$ cat src/rtl/nor_gate_pkg.sv
// Shared defaults for the NOR-gate block.
package nor_gate_pkg;

    localparam int unsigned REGISTER_OUT_DEFAULT = 1;
    localparam int unsigned CNT_W_DEFAULT        = 8;

endpackage : nor_gate_pkg

$ cat src/rtl/nor2_cell.sv
// Two-input NOR primitive; every gate in the datapath is one of these.
module nor2_cell (
    input  logic x,
    input  logic y,
    output logic z
);

    assign z = ~(x | y);

endmodule : nor2_cell

$ cat src/rtl/nor_gate.sv
// NOR-only logic producing f3 = NOR(a,b,c) and f4 = (a|b)&~c, with an
// optional output register stage and a saturating f3 event counter.
module nor_gate
    import nor_gate_pkg::*;
#(
    parameter int unsigned REGISTER_OUT = REGISTER_OUT_DEFAULT,
    parameter int unsigned CNT_W        = CNT_W_DEFAULT
) (
    input  logic             clk,
    input  logic             rst,
    input  logic             in_valid,
    input  logic             a,
    input  logic             b,
    input  logic             c,
    output logic             f3,
    output logic             f4,
    output logic             out_valid,
    output logic [CNT_W-1:0] f3_count
);

    localparam logic [CNT_W-1:0] CNT_MAX = '1;

    logic nor_ab;
    logic or_ab;
    logic f3_c;
    logic f4_c;
    logic [CNT_W-1:0] cnt_q;

    // NOR(a,b) is shared by both outputs
    nor2_cell u_nor_ab (.x(a),      .y(b),      .z(nor_ab));
    // Self-NOR acts as an inverter, recovering a|b
    nor2_cell u_or_ab  (.x(nor_ab), .y(nor_ab), .z(or_ab));
    // f3 = NOR(a|b, c)
    nor2_cell u_f3     (.x(or_ab),  .y(c),      .z(f3_c));
    // f4 = NOR(NOR(a,b), c)
    nor2_cell u_f4     (.x(nor_ab), .y(c),      .z(f4_c));

    // Saturating count of accepted input sets with f3 = 1
    always_ff @(posedge clk) begin
        if (rst) begin
            cnt_q <= '0;
        end else if (in_valid && f3_c && (cnt_q != CNT_MAX)) begin
            cnt_q <= cnt_q + CNT_W'(1);
        end
    end

    assign f3_count = cnt_q;

    generate
        if (REGISTER_OUT != 0) begin : g_reg
            logic f3_q;
            logic f4_q;
            logic valid_q;

            // Capture results on valid edges; hold data and drop valid otherwise
            always_ff @(posedge clk) begin
                if (rst) begin
                    f3_q    <= 1'b0;
                    f4_q    <= 1'b0;
                    valid_q <= 1'b0;
                end else if (in_valid) begin
                    f3_q    <= f3_c;
                    f4_q    <= f4_c;
                    valid_q <= 1'b1;
                end else begin
                    valid_q <= 1'b0;
                end
            end

            assign f3        = f3_q;
            assign f4        = f4_q;
            assign out_valid = valid_q;
        end else begin : g_comb
            assign f3        = f3_c;
            assign f4        = f4_c;
            assign out_valid = in_valid;
        end
    endgenerate

endmodule : nor_gate

$ cat config.mk
export PLATFORM = sky130hd
export DESIGN_NAME = nor_gate
export DESIGN_NICKNAME = d
export VERILOG_FILES = /design/src/rtl/nor_gate_pkg.sv /design/src/rtl/nor2_cell.sv /design/src/rtl/nor_gate.sv
export SDC_FILE = /design/constraint.sdc
export NUM_CORES = 1
export LEC_CHECK = 0
export ABC_AREA = 1
export BUFFER_PORTS_ARGS = -buffer_cell sky130_fd_sc_hd__buf_4
export CAP_MARGIN = 20
export CORE_AREA = 4 4 41 43
export CTS_BUF_LIST = sky130_fd_sc_hd__clkbuf_16
export CTS_CLUSTER_SIZE = 14
export DETAILED_ROUTE_END_ITERATION = 10
export DIE_AREA = 0 0 45 47
export GPL_TIMING_DRIVEN = 0
export HOLD_SLACK_MARGIN = 0.06
export PLACE_DENSITY_LB_ADDON = 0.25
export RECOVER_POWER = 25
export SLEW_MARGIN = 15
export SYNTH_ARGS = -nofsm -noshare
export SYNTH_HDL_FRONTEND = slang
export SYNTH_SLANG_ARGS = --single-unit
$ cat constraint.sdc
create_clock -name clk -period 4.14 [get_ports clk]
set_clock_uncertainty 0.15 [all_clocks]
set_input_delay 0.621 -clock clk [delete_from_list [all_inputs] [get_ports clk]]
set_output_delay 0.621 -clock clk [all_outputs]
set_load 0.01 [all_outputs]
==> results of run 1 <==
## layer usage
| layer | vias up | GRT usage | wire (microns) |
|---|---|---|---|
| li1 | 286 | - | - |
| met1 | 250 | 0.172 | 553 |
| met2 | 12 | 0.209 | 559 |
| met3 | 4 | 0.0498 | 69 |
| met4 | 0 | 0.0702 | 22 |
| met5 | - | 0 | 0 |
## layout make-up
cell class                      count  area (sq um)
Tap cell                           15          18.8
Sequential cell                    11           220
Clock inverter                      1          3.75
Clock buffer                        3          75.1
Timing Repair Buffer               16           116
Multi-Input combinational cell     57           298
Inverter                            9          33.8
Fill cell                         123           536
## synth_stat cells, drive strengths merged
master	count
dfxtp	11
ha	1
nor2	13
nor3	1
inv	9
nand3	7
nand2	23
o21ai	1
a31oi	1
a21oi	7
nand3b	1
nand4	2
## cell families (layout without fill, tap and decap cells)
kind of cell | count (synthesis) | after routing | synth area share
fa+ha+maj | 1 | 1 | 0.0223
buf+inv | 9 | 29 | 0.0601
compound gates | 9 | 9 | 0.0891
simple gates | 47 | 47 | 0.436
flops | 11 | 11 | 0.392
## final timing paths
kind	start	endpoint	slack, ns	cells after the start
max reg2reg	f3_count[0]$_SDFFE_PP0P_	f3_count[4]$_SDFFE_PP0P_	2.67	7
max	in_valid	f3_count[7]$_SDFFE_PP0P_	2.53	8
min	f3$_SDFFE_PP0P_	f3$_SDFFE_PP0P_	0.31	2
min reg2reg	f3$_SDFFE_PP0P_	f3$_SDFFE_PP0P_	0.31	2
## power groups by stage
stage | Clock (mW) | Sequential [mW] | Combinational, mW
finish | 0.173 | 0.109 | 0.0153
global route | 0.182 | 0.109 | 0.0171
CTS | 0.176 | 0.109 | 0.0164
detailed placement | 0 | 0.111 | 0.0162
global placement | 0 | 0.111 | 0.0159
floorplan | 0 | 0.111 | 0.00690
## worst max-delay path: stages
cell and delay [ns]:
sky130_fd_sc_hd__buf_4 0.08, sky130_fd_sc_hd__inv_1 0.06, sky130_fd_sc_hd__nor2_1 0.16, sky130_fd_sc_hd__nand2_2 0.09, sky130_fd_sc_hd__nor2_1 0.30, sky130_fd_sc_hd__nand2_1 0.12
sky130_fd_sc_hd__nor2_1 0.11, sky130_fd_sc_hd__nor2_1 0.05
## state kept, by name (all words and copies together), names as in the netlist
signal	count
f3	1
f3_count	8
f4	1
out_valid	1
==> impl_results.md, run 1 <==
* Run status: complete, no violations
* Total power at 297 uW
* Die Area at 2120 sq um
* Overall via count from detail_route at 552
* Sw Share at 0.187
* Type of the worst min-delay path: flop to flop
* Cell taking the most area after synthesis: sky130_fd_sc_hd__dfxtp_1
* Total wirelength of the detailed-routed design at 1.21 mm
* Fraction of synthesized cell area taken by the top area cell type at 0.392
* Final design instance area without fill at 766 sq um
* Std-Cell Core Area at 1300 sq um
* Detailed-placement wirelength estimate at 881 microns
* Switching Power at 55.5 uW
* CTS buffer count at 3
* IR Drop Worst-Case VDD at 0.271 mV
* Overall Global Routing Usage at 0.138
* Post-CTS repair timing setup buffer count at 0
* Layout Utilization at 0.588
* Remaining DRCs at 0
* Cell total after placement at 108
* Non-filler instance count after layout at 112
* Number of detailed-routing iterations run before antenna repair at 3
* Crit path setup slack, layout at 2.53 ns
* Inserted Diodes at 0
* Total of flip-flops plus latches after synthesis at 11
* DP Area at 701 sq um
* Fraction of power consumed by the clock network at 0.582
* Total nets after synthesis at 84
* Antenna violations before repair at 0
* RSZ-0062 raised after global routing: no
* Number of DRC markers in iteration 0 at 6
* Headroom to the max-slew limit at 0.763
* Y dimension of the die at 47 microns
* Minimum clock period at 1.61 ns
* Cell area after synthesis at 562 sq um
* PwrDens at 388 nW/um^2
* Critical path type: input pin to flop
* Top-Level Pins at 17
* Count of H-tree levels built during CTS at 1
* Clock tree from TritonCTS: built
* Critical Path Start Type: input pin
* Clock Sinks at 11
* Cell leakage power at 0.354 nW
* Root Buffer: sky130_fd_sc_hd__clkbuf_16
* Syn. warnings at 0
* Combinational Power Share at 0.051
* Maximum number of pins on one net before global-route repair at 10
* Peak Freq at 620 MHz
* Commonest cells after routing, fill and taps aside: 18 x sky130_fd_sc_hd__nand2_1, 14 x sky130_fd_sc_hd__buf_4, 11 x sky130_fd_sc_hd__dfxtp_1, 10 x sky130_fd_sc_hd__inv_1, 10 x sky130_fd_sc_hd__nor2_1
* Insertion delay to the later sink of the worst-skew pair at 0.24 ns
* Ratio of final minimum period to clock period at 0.390
* Data arrival, critical path at 1.59 ns
* Yosys cell types at 18
* Total Nets Final at 105
* Count of max-cap constraint violations at 0
* Global route total overflow at 0
* Total count of max-transition violations in the final report at 0
* Row count at 13
* Number of instances in the synthesized netlist at 77
* Final hold violation count at 0
* Critical Path End Type: flop
* Total Neg Setup Slack at 0 ns
* Worst Max-Slew Pin Slew at 0.354 ns
* Count of endpoints failing setup in the final report at 0
* Final ANT Viol Nets at 0
* Horizontal die dimension at 45 microns
* Sequential fraction of the synthesis area at 0.392
* Post-DR vias/cell at 4.93
* Required arrival time at the worst endpoint at 4.12 ns
* Worst hold slack after final layout at 0.309 ns
* Wire length of the first global-routing pass at 2.08 mm
* Internal portion of total power at 242 uW
* Gp weighted congestion at 0.727
* CTS max path bufs at 2
* Number of hold buffers added after CTS at 0
* Area Growth Syn to Fin at 36.3%
* Leading cell type in the layout, fill and taps excluded: sky130_fd_sc_hd__nand2_1
* Share of cells above drive strength 1 at 0.278
* Total of cells resized after clock tree synthesis at 0
* Effective utilization at floorplan at 0.432
* Main area contributors after synthesis: sky130_fd_sc_hd__dfxtp_1 39%, sky130_fd_sc_hd__nand2_1 12%, sky130_fd_sc_hd__nand3_1 6.2%
* Clock-pin slew on the worst setup and hold paths at 0.04 ns
* Vias in the first global route at 503
* Count of input and output buffers at 16
* Post-synthesis area per instance at 7.30 sq um
* Placement-stage worst setup slack at 2.43 ns
* Largest fanout on the critical path at 5
* Wire length per cell after detailed routing at 10.8 microns
* Sequential fraction of design power at 0.367
Power figures use the tool's default switching activity.
==> run 2: changes to the inputs <==
--- a/config.mk
+++ b/config.mk
@@ -8,11 +8,11 @@
 export ABC_AREA = 1
 export BUFFER_PORTS_ARGS = -buffer_cell sky130_fd_sc_hd__buf_4
 export CAP_MARGIN = 20
-export CORE_AREA = 4 4 41 43
+export CORE_MARGIN = 4
+export CORE_UTILIZATION = 43
 export CTS_BUF_LIST = sky130_fd_sc_hd__clkbuf_16
 export CTS_CLUSTER_SIZE = 14
 export DETAILED_ROUTE_END_ITERATION = 10
-export DIE_AREA = 0 0 45 47
 export GPL_TIMING_DRIVEN = 0
 export HOLD_SLACK_MARGIN = 0.06
 export PLACE_DENSITY_LB_ADDON = 0.25
==> constraint.sdc (replaced) <==
create_clock -name clk -period 1.35 [get_ports clk]
set_clock_uncertainty 0.15 [all_clocks]
set_input_delay 0.2025 -clock clk [delete_from_list [all_inputs] [get_ports clk]]
set_output_delay 0.2025 -clock clk [all_outputs]
set_load 0.01 [all_outputs]
==> impl_results.md, run 2 (same netlist as run 1, synthesis figures left out) <==
* Run status: complete, no violations
* Leading cell type in the layout, fill and taps excluded: sky130_fd_sc_hd__buf_4
* Y dimension of the die at 44.1 microns
* Root Buffer: sky130_fd_sc_hd__clkbuf_16
* IR Drop Worst-Case VDD at 0.778 mV
* Vias in the first global route at 511
* Uppermost layer routed: met4
* Worst reg2reg startpoint: f3_count[0]$_SDFFE_PP0P_
* Cell leakage power at 0.397 nW
* Detailed-placement wirelength estimate at 893 microns
* Post-DR vias/cell at 5.25
* Crit. Startpoint: f3_count[0]$_SDFFE_PP0P_
* Remaining DRCs at 0
* Count of endpoints failing setup in the final report at 0
* Insertion delay to the later sink of the worst-skew pair at 0.24 ns
* Horizontal die dimension at 44.1 microns
* Effective utilization at floorplan at 0.480
* Total count of max-transition violations in the final report at 0
* Antenna violations before repair at 0
* Headroom to the max-slew limit at 0.872
* Final design instance area without fill at 876 sq um
* Largest fanout on the critical path at 5
* Worst r2r dst: f3_count[2]$_SDFFE_PP0P_
* Overall via count from detail_route at 614
* Share of cells above drive strength 1 at 0.417
* Area Growth Syn to Fin at 55.9%
* Data arrival, critical path at 1.36 ns
* R2R setup slack at 0.009 ns
* RSZ-0062 raised after global routing: yes
* Critical Path End Type: flop
* Type of the worst min-delay path: input pin to flop
* Total Nets Final at 111
* Wire length of the first global-routing pass at 2.18 mm
* Required arrival time at the worst endpoint at 1.37 ns
* Count of input and output buffers at 16
* Final hold violation count at 0
* Register-to-Register Path Depth at 7
* Number of DRC markers in iteration 0 at 19
* Commonest cells after routing, fill and taps aside: 18 x sky130_fd_sc_hd__buf_4, 17 x sky130_fd_sc_hd__nand2_1, 10 x sky130_fd_sc_hd__inv_1, 8 x sky130_fd_sc_hd__nor2_1, 7 x sky130_fd_sc_hd__dfxtp_1
* Clock-pin slew on the worst setup and hold paths at 0.04 ns
* Maximum number of pins on one net before global-route repair at 10
* Termination of the worst setup path: f3_count[2]$_SDFFE_PP0P_
* Peak Freq at 745 MHz
* Overall Global Routing Usage at 0.150
* PwrDens at 1060 nW/um^2
* CTS buffer count at 3
* Detailed route wirelength on metal3 at 107 microns
* Minimum clock period at 1.34 ns
* Met2 routed wirelength at 743 microns
* Total wirelength of the detailed-routed design at 1.56 mm
* Total Neg Setup Slack at 0 ns
* M1 wire length at 665 microns
* DP Area at 704 sq um
* Number of flip-flops in the largest register at 8
* Std-Cell Core Area at 1170 sq um
* Inserted Diodes at 0
* Final ANT Viol Nets at 0
* Die Area at 1950 sq um
* Global route total overflow at 0
* Count of H-tree levels built during CTS at 1
* Worst Min Path Start: c
* Clock tree from TritonCTS: built
* CTS max path bufs at 2
* Count of max-cap constraint violations at 0
* Crit path setup slack, layout at 0.00854 ns
* Number of detailed-routing iterations run before antenna repair at 4
* Layout Utilization at 0.748
* Top-Level Pins at 17
* Clock Sinks at 11
* Wire length per cell after detailed routing at 13.3 microns
* Ratio of final minimum period to clock period at 0.994
* Worst Max-Slew Pin Slew at 0.192 ns
* Critical path type: flop to flop
* Row count at 12
* Total power at 927 uW
* Gp weighted congestion at 0.794
* Critical Path Start Type: flop
* Placement-stage worst setup slack at -0.0291 ns
==> run 2: changes by cell type in the layout (fill, tap and decap cells not counted), sizes merged <==
cell | previous run | this run
clkbuf | 5 | 4
buf | 14 | 18
dlygate4sd3 | 0 | 2
nand2 | 23 | 24
==> run 2: report_power, final <==
part / internal, mW / switching, mW
Sequential: 0.328 / 0.00347
Combinational: 0.0273 / 0.0300
Clock: 0.389 / 0.150
==> run 2: layer usage <==
layer  track usage  up-vias
met4        0.0723        0
met1         0.212      276
met5             0        -
met2         0.209       28
met3        0.0366        6
li1              -      304
==> run 2: area by class of cell <==
class	instances	area [sq um]
Clock inverter	1	3.75
Tap cell	14	17.5
Fill cell	80	295
Inverter	9	33.8
Multi-Input combinational cell	58	357
Clock buffer	3	75.1
Timing Repair Buffer	21	159
Sequential cell	11	230
==> run 2: worst max-delay path, cell delays in order, from the launching register on <==
cell and delay, ns:
sky130_fd_sc_hd__dfxtp_4 0.37, sky130_fd_sc_hd__ha_4 0.17, sky130_fd_sc_hd__nand2_4 0.07, sky130_fd_sc_hd__nor2_4 0.15, sky130_fd_sc_hd__nand2_2 0.10, sky130_fd_sc_hd__nand3_1 0.10
sky130_fd_sc_hd__nand2_1 0.07, sky130_fd_sc_hd__nor2_1 0.09
==> run 2: per-stage QoR <==
| stage | std cells | hold WS (ns) |
|---|---|---|
| after floorplan | 77 | 0.114 |
| after global placement | 107 | 0.269 |
| after detailed placement | 107 | 0.269 |
| after CTS | 113 | 0.0991 |
| after global routing | 117 | 0.154 |
| final | 117 | 0.121 |
==> run 2: timing repair <==
item	4_1_cts	5_1_grt
pin swaps	0	4
gates cloned	0	1
gates resized for setup	1	12
setup endpoints to repair	7	8
hold buffers	2	0
endpoints found under the hold margin	6	0
buffers inserted	0	3
==> run 2: worst min-delay path by stage <==
stage | end | slack (ns) | cells after the start
CTS | f3$_SDFFE_PP0P_ | 0.1 | 4
finish | f4$_SDFFE_PP0P_ | 0.12 | 4
global route | f4$_SDFFE_PP0P_ | 0.15 | 4
detailed placement | f3_count[4]$_SDFFE_PP0P_ | 0.27 | 2
floorplan | f3_count[0]$_SDFFE_PP0P_ | 0.11 | 1
global placement | f3_count[4]$_SDFFE_PP0P_ | 0.27 | 2
